**src/rtl/fifo_arb_pkg.sv**
```systemverilog
// Shared types and constants for the FIFO write-side arbiter and its priority picker.
package fifo_arb_pkg;

    typedef enum logic {
        IDLE = 1'b0,
        LOCK = 1'b1
    } arb_state_t;

    localparam int PKT_CNT_W = 16;

    // Keeps tag fields at least one bit wide even for tiny requester counts.
    function automatic int clog2_min1(input int n);
        return (n <= 2) ? 1 : $clog2(n);
    endfunction

endpackage

```
**src/rtl/rr_priority_picker.sv**
```systemverilog
// Combinational round-robin picker: first set bit of req starting at prio, wrapping at N_REQ.
module rr_priority_picker
    import fifo_arb_pkg::*;
#(
    parameter int N_REQ = 4,
    localparam int ID_W = clog2_min1(N_REQ)
) (
    input  logic [N_REQ-1:0] req,
    input  logic [ID_W-1:0]  prio,
    output logic [ID_W-1:0]  sel,
    output logic             any
);

    int idx;

    // Scan from the farthest offset down so the nearest hit to prio wins.
    always_comb begin
        sel = '0;
        any = 1'b0;
        idx = 0;
        for (int k = N_REQ - 1; k >= 0; k--) begin
            idx = int'(prio) + k;
            if (idx >= N_REQ) begin
                idx = idx - N_REQ;
            end
            if (req[idx]) begin
                sel = ID_W'(idx);
                any = 1'b1;
            end
        end
    end

endmodule

```
**src/rtl/fifo_wr_arbiter.sv**
```systemverilog
// Packet-locking round-robin arbiter sharing one FIFO write port among N_REQ requesters.
//   state | meaning
//   IDLE  | no packet open, grant follows round-robin pick from prio
//   LOCK  | packet open, grant pinned to lock_id until its last word
module fifo_wr_arbiter
    import fifo_arb_pkg::*;
#(
    parameter int N_REQ = 4,
    parameter int WIDTH = 8,
    localparam int ID_W = clog2_min1(N_REQ)
) (
    input  logic                     clk,
    input  logic                     rst,
    input  logic [N_REQ-1:0]         req_valid,
    input  logic [N_REQ*WIDTH-1:0]   req_data,
    input  logic [N_REQ-1:0]         req_last,
    output logic [N_REQ-1:0]         req_ready,
    output logic                     fifo_wr_en,
    output logic [ID_W+WIDTH-1:0]    fifo_wr_data,
    input  logic                     fifo_full,
    output logic [ID_W-1:0]          grant_id,
    output logic                     locked,
    output logic [PKT_CNT_W-1:0]     pkt_count
);

    arb_state_t           state_q, state_d;
    logic [ID_W-1:0]      prio_q, prio_d;
    logic [ID_W-1:0]      lock_id_q, lock_id_d;
    logic [PKT_CNT_W-1:0] pkt_count_q, pkt_count_d;

    logic [ID_W-1:0] pick_sel;
    logic            pick_any;
    logic [ID_W-1:0] sel;
    logic            sel_valid;
    logic            acc;

    rr_priority_picker #(.N_REQ(N_REQ)) u_picker (
        .req  (req_valid),
        .prio (prio_q),
        .sel  (pick_sel),
        .any  (pick_any)
    );

    always_ff @(posedge clk or posedge rst) begin
        if (rst) begin
            state_q     <= IDLE;
            prio_q      <= '0;
            lock_id_q   <= '0;
            pkt_count_q <= '0;
        end else begin
            state_q     <= state_d;
            prio_q      <= prio_d;
            lock_id_q   <= lock_id_d;
            pkt_count_q <= pkt_count_d;
        end
    end

    always_comb begin
        state_d     = state_q;
        prio_d      = prio_q;
        lock_id_d   = lock_id_q;
        pkt_count_d = pkt_count_q;
        req_ready   = '0;

        if (state_q == LOCK) begin
            sel       = lock_id_q;
            sel_valid = req_valid[lock_id_q];
        end else begin
            sel       = pick_sel;
            sel_valid = pick_any;
        end

        // Full is folded into the accept so a stalled FIFO can never be overrun.
        acc = sel_valid && !fifo_full;
        if (acc) begin
            req_ready[sel] = 1'b1;
        end

        if (acc && req_last[sel]) begin
            state_d     = IDLE;
            pkt_count_d = pkt_count_q + PKT_CNT_W'(1);
            if (int'(sel) == N_REQ - 1) begin
                prio_d = '0;
            end else begin
                prio_d = sel + ID_W'(1);
            end
        end else if (acc && state_q == IDLE) begin
            state_d   = LOCK;
            lock_id_d = sel;
        end
    end

    assign fifo_wr_en   = acc;
    assign fifo_wr_data = {sel, req_data[sel*WIDTH +: WIDTH]};
    assign grant_id     = sel;
    assign locked       = (state_q == LOCK);
    assign pkt_count    = pkt_count_q;

endmodule

```
**config.mk**
```make
export PLATFORM = sky130hd
export DESIGN_NAME = fifo_wr_arbiter
export DESIGN_NICKNAME = d
export VERILOG_FILES = /design/src/rtl/fifo_arb_pkg.sv /design/src/rtl/rr_priority_picker.sv /design/src/rtl/fifo_wr_arbiter.sv
export SDC_FILE = /design/constraint.sdc
export NUM_CORES = 1
export LEC_CHECK = 0
export ABC_AREA = 1
export BUFFER_PORTS_ARGS = -buffer_cell sky130_fd_sc_hd__buf_2
export CAP_MARGIN = 20
export CORE_MARGIN = 4
export CORE_UTILIZATION = 26
export CTS_BUF_LIST = sky130_fd_sc_hd__clkbuf_8
export CTS_CLUSTER_DIAMETER = 30
export CTS_CLUSTER_SIZE = 25
export DETAILED_ROUTE_END_ITERATION = 10
export PLACE_DENSITY = 0.44
export SLEW_MARGIN = 20
export SYNTH_ARGS = -nofsm -noshare
export SYNTH_HDL_FRONTEND = slang
export SYNTH_SLANG_ARGS = --single-unit
```
**constraint.sdc**
```tcl
create_clock -name clk -period 2.2 [get_ports clk]
set_input_delay 0.22 -clock clk [delete_from_list [all_inputs] [get_ports clk]]
set_output_delay 0.22 -clock clk [all_outputs]
set_load 0.005 [all_outputs]
```
==> metrics.md, run 1 <==
| Metric | Value |
|---|---|
| I/O pin cnt | 77 |
| CTS buffer count | 3 |
| Layout fillers | 805 |
| Startpoint Class | flip-flop |
| Placed Cells | 452 |
| Gate Count Post-Synth | ~280 |
| Residual DRC | 0 |
| H-tree depth | 1 |
| Final setup slack of the worst path | -0.179 ns |
| Die Y | 93.9 um |
| Top cells by area, synth | dfrtp_1 27%, nand2_1 14%, nand3_1 9.6% |
| Post-Synth Adder-Cell Area | approximately 3.3% |
| CP Class | reg2out |
| CTS Hold Bufs | 0 |
| First DRT Iteration DRCs | between 50 and 60 |
| Nets | approximately 440 |
| GRT Util Overall | 13.9% |
| Synth Area in Compound Gates | approximately a tenth |
| Most used DFF post-synth | dfrtp_1 |
| Synthesis-stage register bit count | 21 |
| Mux cell area share after synthesis | 0% |
| Total grt overflow | 0 |
| Period minus WS final | about 2.4 ns |
| Unrepaired setup endpoints after global routing | yes |
| Clock skew | approximately 0.0023 ns |
| Slew margin rel. | between 40% and 50% |
| LEAKAGE | between 1 and 1.5 nW |
| CTS Sinks | 21 |
| Root Buffer | clkbuf_8 |
| Routed vias | ~2200 |
| Clk buf depth | 2 |
| Antenna Cells | 0 |
| Largest net degree at the start of global routing | 22 |
| VDD IR max | approximately 0.44 mV |
| Synth-to-Final Area Change | 49.1% |
| Largest family of logic cells by synthesized area | simple AND/OR/NAND/NOR gates |
| Critical path endpoint category | output port |
| Initial Util | 26.6% |
| Vias per cell | roughly 4.6 |
| Finished Layout Cells | around 490 |
| Initial antenna violation count | 0 |
| Clk_lat worst skew | roughly 0.25 ns |
| Endpoints failing setup | 12 |
| Sequential area share after synthesis | 27.4% |
| Xor-xnor portion of the synthesized cell area | around 6.4% |
| Synth Area in Simple Gates | 40.8% |
| Core area | roughly 7000 um^2 |
| Failing checks | setup timing |
| Final Slew Violations | 0 |
| Post-Syn Area | ~1900 um^2 |
| Port bufs | 76 |
| Number of distinct library cells after synthesis | 32 |
| Die Area | around 8800 um^2 |
| R2r setup slk | about 0.020 ns |
| Drt wl/cell | 13.7 um |
| Post-synth EDFFs | 0 |
| Worst-margin pin slew | around 0.86 ns |
| Commonest non-fill, non-tap cells in the layout | 76 x buf_2, 62 x nand2_1, 33 x nand3_1 |
| Antenna-violating nets left | 0 |
| First-pass GRT wire length | roughly 10 mm |
| Fin Setup TNS | -1.66 ns |
| Slowest stage delay, CP | approximately 0.46 ns |
| Multi-input logic area | ~1400 um^2 |
| Hold Path Class | in2async |
| Hpwl dp | 4.33 mm |
| Fin util | about 40% |
| Total iterations of the first detailed-routing run | 4 |
| Share of cells above drive strength 1 | between 40% and 50% |
| Synth area leader | dfrtp_1 |
| Final WL | approximately 6.6 mm |
| Die W | around 94 um |
| Maximum Capacitance Violations | 0 |
| Cell Rows | 31 |
| Register area | around 530 um^2 |
| Synth Net Count | 329 |
| Most common cell after layout, fill and taps aside | buf_2 |
| Status | finished with violations |
| TritonCTS clock tree | yes |
| Ys async rst share | between 90% and 100% |
| Max Clk Rate | between 0.4 and 0.5 GHz |
| Pwr dens | roughly 1400 nW/um^2 |
| Top cell type's share of synthesized area | roughly 27% |
| Pre-CTS WS | ~0.017 ns |
| CP dominant cell by count | nand2_2 |
| Critical Path Fanout Max | 5 |
| CP arrival | ~2.2 ns |
| CP Cell Sequence | buf_4 -> o21ai_4 -> nand2_2 -> nand2_2 -> nor2_2 -> a21oi_2 -> a21o_1 -> buf_6 -> o21ai_1 -> o22ai_1 -> buf_2 |
| Clock-pin transition on the worst setup and hold timing paths | 0.08 ns |
| Vias in the first global route | 2060 |
| Mapped Avg Cell Area | around 7 um^2 |
| Final Total Pwr | 3.93 mW |
| Tcrit/Tclk final | 108% |
| Worst Path Required | around 2 ns |
| Hold Vio Cnt, Final | 0 |
| CP max-delay cell | dfrtp_2 |
| YS warnings | 0 |
| GPL Wtd Cong | between 0.8 and 0.9 |
-- registers in the layout, indices dropped and copies added, names as in the netlist --
name / cells
pkt_count: 16
locked: 1
prio_q: 2
lock_id_q: 2
-- cells by family (layout without fill, tap and decap cells) --
group                      count (synthesis)  count (layout)
buffers and inverters                     43             144
DFF                                       21              21
AOI/OAI and AO/OA                         33              33
xor gates and xnor gates                  14              14
and+or+nand+nor                          165             169
adders and majority gates                  5               5
-- worst max-delay path, delay by kind of cell, from the launching register on --
kind                   cells  cell delay [ns]
AND/OR/NAND/NOR            3             0.19
AO/OA/AOI/OAI              5             0.79
buffers and inverters      3             0.46
flip-flops                 1             0.46
-- final cells by class --
type | instances | area share, %
Multi-Input combinational cell | 221 | 47.9
Timing Repair Buffer | 107 | 23.0
Sequential cell | 21 | 18.4
Inverter | 31 | 4.33
Tap cell | 99 | 4.33
Clock buffer | 3 | 1.44
Timing Repair inverter | 2 | 0.437
Clock inverter | 1 | 0.131
-- power breakdown --
part	switching (mW)	total [mW]	leakage (nW)	internal [mW]
Clock	0.126	0.250	0.0269	0.124
Combinational	1.77	3.09	1.19	1.32
Sequential	0.129	0.595	0.278	0.466
Total	2.03	3.93	1.50	1.91
-- cell usage after synthesis, types with 6 or more instances --
| cell | count |
|---|---|
| xor2_1 | 8 |
| nand3_1 | 37 |
| nor2_1 | 30 |
| xnor2_1 | 6 |
| buf_6 | 6 |
| nand2_2 | 8 |
| inv_1 | 28 |
| o21ai_0 | 16 |
| dfrtp_1 | 21 |
| nand2_1 | 71 |
| o22ai_1 | 8 |
-- metrics by stage --
| stage | hold WS, ns | area [um^2] |
|---|---|---|
| after global placement | 0.445 | 2380 |
| after global routing | 0.197 | 2860 |
| final | 0.129 | 2860 |
| after floorplan | 0.197 | 1920 |
| after CTS | 0.159 | 2690 |
| after detailed placement | 0.441 | 2380 |
-- metal layers --
| metal | vias to the layer above | track usage [%] | routed length (um) |
|---|---|---|---|
| li1 | 1131 | - | - |
| met1 | 1024 | 19.2 | 3150 |
| met2 | 47 | 23.1 | 3190 |
| met3 | 8 | 1.84 | 235 |
| met4 | 0 | 2.89 | 72 |
| met5 | - | 0 | 0 |
-- path summary, 6_finish.rpt --
path | from | to | depth (start not counted)
max in group asynchronous | rst | prio_q[1]$_DFFE_PP0P_ | 2
min in group clk | fifo_full | locked$_DFFE_PP0P_ | 5
setup reg to reg | prio_q[0]$_DFFE_PP0P_ | prio_q[1]$_DFFE_PP0P_ | 13
setup / recovery | prio_q[0]$_DFFE_PP0P_ | fifo_wr_data[4] | 11
hold / removal | rst | pkt_count[15]$_DFFE_PP0P_ | 2
hold reg to reg | pkt_count[15]$_DFFE_PP0P_ | pkt_count[15]$_DFFE_PP0P_ | 2
-- timing repair --
action / in CTS / in global routing
endpoints found under the hold margin: 0 / 0
pin swaps: 16 / 11
gates resized for setup: 49 / 17
buffers inserted: 12 / 9
cloned: 5 / 3
setup endpoints to repair: 15 / 38
Note: power is estimated with default switching activity, not from simulation.
==> inputs of run 2 (changes only) <==
==> constraint.sdc (replaced) <==
create_clock -name clk -period 2.2 [get_ports clk]
set_input_delay 0.33 -clock clk [delete_from_list [all_inputs] [get_ports clk]]
set_output_delay 0.33 -clock clk [all_outputs]
set_load 0.005 [all_outputs]
==> run 2 against run 1 <==
- the run still ends with setup timing left
- non-clock buffer count is 7 higher
- utilization is 2.3 points higher
- combinational power is 13% higher
- critical path type unchanged
==> metrics.md, run 2 (same netlist as run 1, synthesis figures left out) <==
| Metric | Value |
|---|---|
| Die Y | roughly 94 um |
| Core area | around 7000 um^2 |
| Clk buf depth | 2 |
| CP arrival | around 2.2 ns |
| Unrepaired setup endpoints after global routing | yes |
| Vias in the first global route | between 2000 and 2500 |
| Port bufs | between 70 and 80 |
| Total grt overflow | 0 |
| Synth-to-Final Area Change | 57.7% |
| Worst-margin pin slew | approximately 0.5 ns |
| VDD IR max | roughly 0.36 mV |
| Residual DRC | 0 |
| Largest net degree at the start of global routing | 22 |
| CTS buffer count | 3 |
| Root Buffer | clkbuf_8 |
| Vias per cell | about 4.5 |
| Clock skew | ~0.0039 ns |
| Cell Rows | 31 |
| Startpoint Class | flip-flop |
| GRT Util Overall | ~14% |
| Drt wl/cell | approximately 14 um |
| H-tree depth | 1 |
| Final Slew Violations | 0 |
| Hpwl dp | about 4.4 mm |
| Antenna Cells | 0 |
| Register area | 528 um^2 |
| Final WL | ~6.7 mm |
| Slew margin rel. | 67.2% |
| Failing checks | setup timing |
| CTS Sinks | 21 |
| Finished Layout Cells | between 400 and 500 |
| Initial antenna violation count | 0 |
| GPL Wtd Cong | between 0.8 and 0.9 |
| Hold Path Class | in2async |
| Hold Vio Cnt, Final | 0 |
| Period minus WS final | 2.48 ns |
| Critical path endpoint category | output port |
| Clk_lat worst skew | about 0.26 ns |
| Fin Setup TNS | -3.96 ns |
| Endpoints failing setup | 33 |
| Pwr dens | ~1400 nW/um^2 |
| Clock-pin transition on the worst setup and hold timing paths | approximately 0.080 ns |
| First-pass GRT wire length | about 10 mm |
| Final setup slack of the worst path | -0.284 ns |
| Final Total Pwr | approximately 4.3 mW |
| Max Clk Rate | a little over 0.4 GHz |
| Placed Cells | 460 |
| Layout fillers | slightly below 800 |
| Commonest non-fill, non-tap cells in the layout | 74 x buf_2, 60 x nand2_1, 28 x nand3_1, 28 x nor2_1 |
| Most common cell after layout, fill and taps aside | buf_2 |
| Multi-input logic area | roughly 1400 um^2 |
| DP Area | 2470 um^2 |
| Status | finished with violations |
| First DRT Iteration DRCs | 45 |
| CTS Hold Bufs | 0 |
| TritonCTS clock tree | yes |
| Pre-CTS WS | -0.0520 ns |
| Initial Util | a little over a quarter |
| Die Area | about 8800 um^2 |
| Tcrit/Tclk final | 113% |
| Maximum Capacitance Violations | 0 |
| LEAKAGE | approximately 1.6 nW |
| Critical Path Fanout Max | 6 |
| Die W | between 90 and 100 um |
| Design area | approximately 3000 um^2 |
| Share of cells above drive strength 1 | about 46% |
| Fin util | between 40% and 50% |
| Antenna-violating nets left | 0 |
| Hold slack | approximately 0.090 ns |
| I/O pin cnt | between 70 and 80 |
| Total iterations of the first detailed-routing run | 4 |
| Routed vias | between 2000 and 2500 |
| Worst Path Required | 1.87 ns |
| CP Class | reg2out |
| Max reg flops | 16 |
| Nets | around 440 |
==> run 2: cell count changes in the layout (fill, tap and decap cells not counted), sizes merged <==
cell    previous run  this run
buf              107       111
nand3             47        44
clkbuf             3         6
nand2             82        85
==> run 2: path summary, 6_finish.rpt <==
kind,start,end,slack (ns),depth (start not counted)
setup / recovery,prio_q[0]$_DFFE_PP0P_,fifo_wr_data[3],-0.28,15
max in group asynchronous,rst,prio_q[0]$_DFFE_PP0P_,1.87,3
min in group clk,pkt_count[15]$_DFFE_PP0P_,pkt_count[15]$_DFFE_PP0P_,0.52,2
setup reg to reg,prio_q[0]$_DFFE_PP0P_,pkt_count[1]$_DFFE_PP0P_,-0.07,19
hold reg to reg,pkt_count[15]$_DFFE_PP0P_,pkt_count[15]$_DFFE_PP0P_,0.52,2
hold / removal,rst,locked$_DFFE_PP0P_,0.09,3
==> run 2: layout make-up <==
cell class	instances	share of cell area, %
multi-input combinational	221	46.2
timing repair buffer	114	26.2
sequential	21	17.4
inverter	31	4.09
tap	99	4.09
clock buffer	3	1.36
timing repair inverter	2	0.496
clock inverter	1	0.124
==> run 2: where the power goes <==
group          internal [mW]  switching [mW]  leakage (nW)  total, mW
clock network          0.125           0.133        0.0269      0.257
logic                   1.58            1.90          1.27       3.48
registers              0.467           0.119         0.278      0.586
==> run 2: layer usage <==
layer,up-vias,GRT usage (%),part of all wire [%]
li1,1143,-,-
met1,1043,18.4,45
met2,31,25.9,51
met3,10,1.44,2.7
met4,0,3.13,1.1
met5,-,0,0
==> run 2: critical path: stages, from the launching register on <==
cell     delay (ns)
dfrtp_2        0.47
buf_6          0.15
nand2_4        0.08
nand2_4        0.05
inv_2          0.06
nand2_2        0.05
nand2_1        0.07
inv_2          0.05
nand2_2        0.06
nand2_2        0.06
nand3_4        0.15
nand2_8        0.11
buf_4          0.18
o21ai_0        0.14
o22ai_1        0.09
buf_2          0.13
==> run 2: what timing repair did <==
item | in CTS | in global routing
gates resized for setup | 38 | 28
pin swaps | 9 | 10
gates cloned | 4 | 6
setup endpoints to repair | 17 | 38
buffers inserted | 17 | 2
==> inputs of run 3 (changes only) <==
Settings changed: ABC_AREA 1 to not set, PLACE_DENSITY 0.44 to 0.47.
==> run 3 against run 2 <==
- the run still ends with setup timing left
- combinational power down 43%
- clock power down 5%
- worst hold slack better by 0.12 ns
- synthesized area down 23%
- critical endpoint is now fifo_wr_data[2]
- largest cell class unchanged
- highest routed layer unchanged
==> metrics.md, run 3 <==
| Metric | Value |
|---|---|
| Status | finished with violations |
| Failing checks | setup timing |
| Vias per cell | about 4.5 |
| YS warnings | 0 |
| Top cell type's share of synthesized area | 35.6% |
| Die Area | 6940 um^2 |
| Max Clk Rate | about 0.42 GHz |
| Final WL | ~4.7 mm |
| Max reg flops | 16 |
| Worst Path Required | roughly 1.9 ns |
| First-pass GRT wire length | roughly 7.5 mm |
| Period minus WS final | roughly 2.4 ns |
| Layout fillers | 567 |
| Pwr dens | 1150 nW/um^2 |
| Post-Syn Area | 1480 um^2 |
| Post-synth EDFFs | 0 |
| Routed vias | ~1600 |
| Most common cell in the netlist | nand2_1 |
| CP arrival | a little over 2 ns |
| H-tree depth | 1 |
| Die W | ~83 um |
| Met3 WL | roughly 140 um |
| TritonCTS clock tree | yes |
| CP Class | reg2out |
| First DRT Iteration DRCs | 48 |
| Drt wl/cell | between 10 and 15 um |
| Antenna-violating nets left | 0 |
| Clk buf depth | 2 |
| Clock power share | around 8.8% |
| Final Total Pwr | ~2.8 mW |
| Metal-1 WL | around 2.0 mm |
| Endpoints failing setup | 16 |
| Tcrit/Tclk final | 108% |
| Sequential power share | between 10% and 20% |
| Largest net degree at the start of global routing | 22 |
| Hold Path Class | in2async |
| Residual DRC | 0 |
| Cell Rows | 27 |
| Port bufs | 76 |
| Synth-to-Final Area Change | 64.5% |
| Startpoint Class | flip-flop |
| Mapped Avg Cell Area | around 8.9 um^2 |
| Antenna Cells | 0 |
| Synth Net Count | around 210 |
| Total grt overflow | 0 |
| Root Buffer | clkbuf_8 |
| Share of cells above drive strength 1 | 52.2% |
| Unrepaired setup endpoints after global routing | yes |
| Clock skew | 0.00249 ns |
| Maximum Capacitance Violations | 0 |
| Initial antenna violation count | 0 |
| Pre-CTS WS | -0.112 ns |
| Total iterations of the first detailed-routing run | 4 |
| LEAKAGE | approximately 1.2 nW |
| Top cells by area, synth | dfrtp_1 36%, nand2_1 9.2%, xnor2_1 8.9% |
| I/O pin cnt | 77 |
| Number of distinct library cells after synthesis | 39 |
| Commonest non-fill, non-tap cells in the layout | 75 x buf_2, 32 x nand2_1, 23 x buf_4 |
| Sw Ratio | 39.2% |
| Hpwl dp | ~3.5 mm |
| CTS buffer count | 3 |
| Gate Count Post-Synth | approximately 170 |
| Slew margin rel. | a little under half |
| Critical path endpoint category | output port |
| Ys async rst share | 100% |
| Most common cell after layout, fill and taps aside | buf_2 |
| Hold Vio Cnt, Final | 0 |
| Synthesis-stage register bit count | 21 |
| Comb pwr share | a little under three quarters |
| Psw | around 1.1 mW |
| R2r setup slk | -0.10 ns |
| Sequential area share after synthesis | 35.6% |
| Final setup slack of the worst path | -0.173 ns |
| Die Y | between 80 and 90 um |
| Initial Util | approximately 27% |
| Synth top cells by count | 36 x nand2_1, 21 x dfrtp_1, 15 x xnor2_1, 12 x and3_1, 9 x and2_1 |
| Critical Path Fanout Max | 7 |
| GRT Util Overall | a little over an eighth |
| Clk_lat worst skew | ~0.26 ns |
| GPL Wtd Cong | approximately 0.78 |
| Synth area leader | dfrtp_1 |
| Most used DFF post-synth | dfrtp_1 |
| VDD IR max | about 0.38 mV |
| Internal power | ~1.7 mW |
| Top Metal Used | met4 |
| Nets | 321 |
| Metal2 WL | approximately 2.5 mm |
| Worst-margin pin slew | between 0.8 and 0.9 ns |
| Vias in the first global route | 1555 |
| Core area | between 5000 and 6000 um^2 |
| Clock-pin transition on the worst setup and hold timing paths | roughly 0.07 ns |
| CTS Sinks | 21 |
| Final Slew Violations | 0 |
run 3: cell count changes in the layout (fill, tap and decap cells not counted), moves of 9 or more:
cell,before,now
nand3_2,11,0
nand2_1,60,32
nand2_2,16,4
and3_1,0,11
nand3_1,28,4
nor2_1,28,4
inv_1,24,3
xnor2_1,6,15
o21ai_0,11,0
run 3: area by class of cell:
cell class | instances | area [um^2] | area share [%]
Multi-Input combinational cell | 132 | 1030 | 42.4
Clock buffer | 3 | 41.3 | 1.70
Timing Repair Buffer | 110 | 712 | 29.3
Sequential cell | 21 | 526 | 21.6
Tap cell | 72 | 90.1 | 3.71
Inverter | 5 | 25.0 | 1.03
Clock inverter | 1 | 3.75 | 0.155
run 3: metal layers:
layer  global-route usage, %  up-vias
met5                       0        -
met4                    1.78        0
met3                    2.98        4
met2                    23.0       26
met1                    16.6      733
li1                        -      797
run 3: power by group through the flow:
stage	logic (mW)	registers (mW)	clock network, mW
finish	1.99	0.551	0.245
detailed placement	1.50	0.560	0
global route	2.20	0.564	0.278
floorplan	0.817	0.562	0
global placement	1.52	0.559	0
CTS	1.90	0.554	0.259
run 3: worst max-delay path, cell delays in order, from the launching register on:
cell,delay (ns)
dfrtp_1,0.43
or3b_4,0.39
a41oi_2,0.15
a31o_4,0.18
buf_6,0.15
nand2_1,0.05
and3_1,0.18
a31oi_1,0.13
buf_2,0.13
run 3: through the flow:
| stage | utilization [%] | hold slack [ns] | setup TNS [ns] | instances | cell area [um^2] |
|---|---|---|---|---|---|
| after floorplan | - | 0.307 | -0.0792 | 165 | 1480 |
| after global placement | 38.1 | 0.464 | -1.31 | 329 | 2100 |
| after detailed placement | 38.1 | 0.471 | -1.11 | 329 | 2100 |
| after CTS | 42.8 | 0.245 | -1.87 | 344 | 2350 |
| after global routing | 44.1 | 0.276 | -4.84 | 344 | 2430 |
| final | 44.1 | 0.215 | -1.76 | 344 | 2430 |
run 3: what timing repair did:
item	in CTS	in global routing
hold buffers	0	0
endpoints found under the setup margin	27	34
setup buffers	9	0
pin swaps	5	5
gates resized for setup	27	15
endpoints found under the hold margin	0	0
cloned	2	0
run 3: cell families after synthesis:
logic type | Yosys count | synth area share, %
flops | 21 | 35.6
compound gates | 17 | 8.40
xor+xnor | 15 | 8.91
simple gates | 88 | 31.8
fa+ha+maj | 5 | 4.24
mux | 7 | 6.95
buf+inv | 12 | 4.07
run 3: path summary, 6_finish.rpt:
path                                                start                         to  depth (start not counted)
worst max-delay path                prio_q[1]$_DFFE_PP0P_            fifo_wr_data[2]                          8
worst min-delay path                                  rst  pkt_count[15]$_DFFE_PP0P_                          2
worst max register to register      prio_q[0]$_DFFE_PP0P_   lock_id_q[0]$_DFFE_PP0P_                          8
worst min register to register  pkt_count[15]$_DFFE_PP0P_  pkt_count[15]$_DFFE_PP0P_                          1
max in group asynchronous                             rst      prio_q[1]$_DFFE_PP0P_                          2
min in group clk                              req_last[2]   lock_id_q[1]$_DFFE_PP0P_                          3
